$ cat src/rtl/sync_fifo_counted.sv
// sync_fifo_counted: single-clock first-word-fall-through FIFO with an
// occupancy counter, almost-full/almost-empty thresholds and registered
// overflow/underflow pulses. All status outputs come from the count register.
//
// Handshake: wr_en and rd_en are requests. A write is taken on a rising
// edge only when full is low at that edge; a read (pop of the word shown on
// rd_data) is taken only when empty is low. Requests made against the
// opposite flag are dropped and reported one cycle later on overflow or
// underflow. There is no pass-through: a write while full is rejected even
// if a read is taken on the same edge.
module sync_fifo_counted #(
    parameter int DATA_WIDTH          = 32,
    parameter int DEPTH               = 16,
    parameter int DATA_COUNT_WIDTH    = $clog2(DEPTH) + 1,
    parameter int ALMOST_FULL_MARGIN  = 1,
    parameter int ALMOST_EMPTY_MARGIN = 1
) (
    input  logic                        clock,
    input  logic                        reset,
    input  logic [DATA_WIDTH-1:0]       wr_data,
    input  logic                        wr_en,
    output logic                        full,
    output logic                        almost_full,
    output logic [DATA_COUNT_WIDTH-1:0] wr_data_count,
    output logic                        overflow,
    input  logic                        rd_en,
    output logic [DATA_WIDTH-1:0]       rd_data,
    output logic                        empty,
    output logic                        almost_empty,
    output logic [DATA_COUNT_WIDTH-1:0] rd_data_count,
    output logic                        underflow
);

    localparam int ADDR_WIDTH = $clog2(DEPTH);

    localparam logic [DATA_COUNT_WIDTH-1:0] FULL_LEVEL =
        DATA_COUNT_WIDTH'(DEPTH);
    localparam logic [DATA_COUNT_WIDTH-1:0] AF_LEVEL =
        DATA_COUNT_WIDTH'(DEPTH - ALMOST_FULL_MARGIN);
    localparam logic [DATA_COUNT_WIDTH-1:0] AE_LEVEL =
        DATA_COUNT_WIDTH'(ALMOST_EMPTY_MARGIN);
    localparam logic [ADDR_WIDTH-1:0] PTR_ONE = ADDR_WIDTH'(1);
    localparam logic [DATA_COUNT_WIDTH-1:0] CNT_ONE = DATA_COUNT_WIDTH'(1);

    logic [DATA_WIDTH-1:0]       mem [DEPTH];
    logic [ADDR_WIDTH-1:0]       wr_ptr;
    logic [ADDR_WIDTH-1:0]       rd_ptr;
    logic [DATA_COUNT_WIDTH-1:0] count;
    logic                        wr_ok;
    logic                        rd_ok;

    // Status flags decode the count register only, so no request input has
    // a combinational path to any output.
    assign full          = (count == FULL_LEVEL);
    assign almost_full   = (count >= AF_LEVEL);
    assign empty         = (count == '0);
    assign almost_empty  = (count <= AE_LEVEL);
    assign wr_data_count = count;
    assign rd_data_count = count;

    // First-word-fall-through: the head entry is always presented.
    assign rd_data = mem[rd_ptr];

    // Acceptance looks at the registered flags, never at the other request.
    assign wr_ok = wr_en && !full;
    assign rd_ok = rd_en && !empty;

    // Storage write; reset blocks the write but does not clear contents.
    always_ff @(posedge clock) begin
        if (!reset && wr_ok) begin
            mem[wr_ptr] <= wr_data;
        end
    end

    // Pointers, occupancy and the rejected-request pulse flags.
    always_ff @(posedge clock) begin
        if (reset) begin
            wr_ptr    <= '0;
            rd_ptr    <= '0;
            count     <= '0;
            overflow  <= 1'b0;
            underflow <= 1'b0;
        end else begin
            overflow  <= wr_en && full;
            underflow <= rd_en && empty;
            if (wr_ok) begin
                wr_ptr <= wr_ptr + PTR_ONE;
            end
            if (rd_ok) begin
                rd_ptr <= rd_ptr + PTR_ONE;
            end
            case ({wr_ok, rd_ok})
                2'b10:   count <= count + CNT_ONE;
                2'b01:   count <= count - CNT_ONE;
                default: count <= count;
            endcase
        end
    end

endmodule
$ cat config.mk
export PLATFORM = sky130hd
export DESIGN_NAME = sync_fifo_counted
export DESIGN_NICKNAME = d
export VERILOG_FILES = /design/src/rtl/sync_fifo_counted.sv
export SDC_FILE = /design/constraint.sdc
export NUM_CORES = 1
export LEC_CHECK = 0
export CAP_MARGIN = 20
export CORE_MARGIN = 8
export CORE_UTILIZATION = 30
export CTS_BUF_LIST = sky130_fd_sc_hd__clkbuf_4
export DETAILED_ROUTE_END_ITERATION = 10
export DONT_BUFFER_PORTS = 1
export PLACE_DENSITY = 0.56
export SLEW_MARGIN = 20
export SYNTH_ARGS = -nofsm -noshare
export SYNTH_HDL_FRONTEND = slang
export SYNTH_SLANG_ARGS = --single-unit
$ cat constraint.sdc
create_clock -name clock -period 9.5 [get_ports clock]
set_input_delay 0.95 -clock clock [delete_from_list [all_inputs] [get_ports clock]]
set_output_delay 0.95 -clock clock [all_outputs]
set_load 0.02 [all_outputs]
==> impl_metrics.ini <==
[route]
wl_um = 45750
via_per_inst = 4.851
detail_route.wl_per_cell_um = 23.00
drt_pass1_iterations = 5
ant_nets = 0
dr_total_vias = 9648
drc = 0
drtIter0Drc = 679

[clock_network]
clkSlewWorstSetupHoldPaths_ns = 0.06
root_buffer = clkbuf_4
clkLatencyLatePin_ns = 0.92
cts_buffers = 137
clock_path_buffers = 3
htreeDepth = 4
cts.sink_count = 531
postCtsResizedCells = 0
cts_tree = built

[yosys]
yosysSeqAreaShare = 0.7807
yosysUniqueCellTypes = 36
synth_top_area_share = 0.7619
syn_inst = 916
synth_edf_count = 512
synth_fp_nets = 963
yosys-top-cells-count = 512 x edfxtp_1, 128 x mux4_2, 64 x a22oi_1
synth_seq_cells = 531
syn-mean-instance-area_sq_um = 22.03
syn_area_sq_um = 20180
synth.most_common_cell = edfxtp_1
synthTopCellsByArea = edfxtp_1 76%, mux4_2 14%, a22oi_1 2.4%, dfxtp_1 1.9%, nand2_1 0.76%
ys_async_sr_fraction = 0
synth_ff_type = edfxtp_1
yosysTopAreaCell = edfxtp_1
yosysWarnings = 0

[sta]
rsz0062_at_grt = false
skew_ns = 0.05523
slew_headroom = 0.3018
max_slew.worst_pin.slew_ns = 1.047
period_share = 0.5050
timing.fmax_ghz = 0.2084
min_period_ns = 4.798
final_hold_viol_count = 0
holdWs_ns = 0.1302
fin_tns_setup_ns = 0
slew_violations = 0
setup_viol = 0

[placement]
port_buffers = 0
placed_cell_area_sq_um = 21410
place.detailed.hpwl_um = 24090
gp_congestion = 0.6892

[setup_path]
rr_endpoint = mem[11][24]$_DFFE_PP_
cp_data_required_time_ns = 8.55
worst-setup-path-type = reg2out
cp_max_fo = 65
setup.worst_path.end_class = primary output
crit_path_start_kind = flop
reg2regPathDepth = 8
critical_path_arrival_ns = 3.85
reg2reg_from = rd_data_count[0]$_SDFFE_PP0P_
r2r_setup_slack_ns = 5.80

[outcome]
status = completed

[finish]
multi_input_area_sq_um = 4252
n_fill_cell = 6243
seqCellArea_sq_um = 15760
area_growth_pct = 14.37
final_nets = 1070
drive_above_1_share = 0.3411
final_cell_area_sq_um = 23080

[pwr]
p_sw_mw = 1.410
pwr-share-clk = 0.342
swShare = 0.2586
powerDensity_nw_per_um2 = 236.3
internal_power_mw = 4.042
p_leak_nw = 7.120
vdd_ir_drop_max_v = 0.0001237
comb_power_share = 0.160
p_seq_frac = 0.498

[worst_hold_path]
worstHoldEndpoint = mem[15][3]$_DFFE_PP_
hold_path.class = in2reg
hold_depth = 0
min_from = wr_data[3]

[die]
die-area_sq_um = 75820
rows = 95
pin_count = 84
initial_core_util = 0.3016
die_h_um = 275.4
fp.dieW_um = 275.4
core_area_sq_um = 66920

[global_routing]
grt_usage = 0.1230
antenna_found_initial = 3
grt_pass1_vias = 10490
grt_pass1_wl_um = 67630
grt_max_degree = 96
gr-total-overflow = 0

[job]
drv_cap = 0
==> cell type report <==
class,count,area share
Antenna cell,5,0.0005421
Clock buffer,191,0.06213
Clock inverter,36,0.009379
Inverter,8,0.001301
Multi-Input combinational cell,321,0.1842
Sequential cell,531,0.6830
Tap cell,873,0.04733
Timing Repair Buffer,24,0.01214
==> stage by stage <==
stage	setup WS, ns	total power [mW]	cells	utilization
after global routing	4.381	5.733	1988	0.3448
after CTS	4.495	5.556	1984	0.3447
after floorplan	5.145	3.496	916	-
after global placement	5.496	3.666	1751	0.3180
final	4.702	5.453	1989	0.3449
after detailed placement	5.562	3.668	1756	0.3199
==> cell usage in the layout (no fill, tap or decap), types with 2 or more instances in the layout <==
cell type	instances
xor2_1	7
clkbuf_4	191
buf_12	3
ha_1	11
nor2b_4	2
clkinv_2	2
a21oi_1	5
bufinv_16	3
dfxtp_4	2
nor2_4	13
dfxtp_1	17
diode_2	5
nor3b_1	3
inv_1	8
nor2_1	13
buf_4	17
inv_2	7
nand2b_1	2
a22oi_1	64
xnor2_1	2
clkinv_1	24
mux4_2	128
buf_16	3
nand2_1	41
nor3_2	4
and3_1	3
edfxtp_1	512
or4b_1	2
nand3_1	6
==> power groups by stage <==
stage | Clock [mW] | Sequential [mW] | Combinational, mW
floorplan | 0 | 2.68 | 0.814
global placement | 0 | 2.77 | 0.897
detailed placement | 0 | 2.77 | 0.897
CTS | 1.94 | 2.72 | 0.899
global route | 2.06 | 2.73 | 0.944
finish | 1.87 | 2.72 | 0.871
==> worst max-delay path: stages, from the launching register on <==
cell and delay [ns]:
dfxtp_4 1.00, buf_4 0.84, mux4_2 0.42, a22oi_1 0.26
nand2_1 0.23
==> routing by layer <==
metal | vias to the layer above | GRT usage | wire length, um
met4 | 0 | 0.04208 | 719
li1 | 4130 | - | -
met1 | 5125 | 0.1537 | 19230
met3 | 57 | 0.05119 | 3980
met5 | - | 0 | 0
met2 | 336 | 0.1920 | 21820
==> logic make-up (layout without fill, tap and decap cells) <==
| family | after synthesis | in the layout | synth area share |
|---|---|---|---|
| simple gates | 98 | 98 | 0.02325 |
| buf+inv | 64 | 259 | 0.01531 |
| xor+xnor | 9 | 9 | 0.003906 |
| flops | 531 | 531 | 0.7807 |
| other cells | 0 | 5 | 0 |
| compound gates | 74 | 74 | 0.02666 |
| mux | 129 | 129 | 0.1433 |
| fa+ha+maj | 11 | 11 | 0.006820 |
==> repair_timing <==
action                    4_1_cts  5_1_grt
buffers inserted                0        0
hold endpoints to repair       19        0
hold buffers                    1        0
==> state kept, by name, indices dropped and copies added, names as in the netlist, named ones only <==
name and count:
mem 512, rd_data_count 5, rd_ptr 4, wr_ptr 4
underflow 1, overflow 1
==> worst max path at each step <==
stage,start,slack (ns),depth (start not counted),end
2_1_floorplan,rd_data_count[0]$_SDFFE_PP0P_,5.15,7,mem[3][0]$_DFFE_PP_
3_3_place_gp,flop,5.50,4,rd_data[31]
3_5_place_dp,flop,5.56,4,rd_data[0]
4_1_cts,flop,4.50,4,rd_data[0]
5_1_grt,flop,4.38,4,rd_data[20]
6_report,flop,4.70,4,rd_data[27]
No activity file was read; power rests on OpenSTA's default activity.
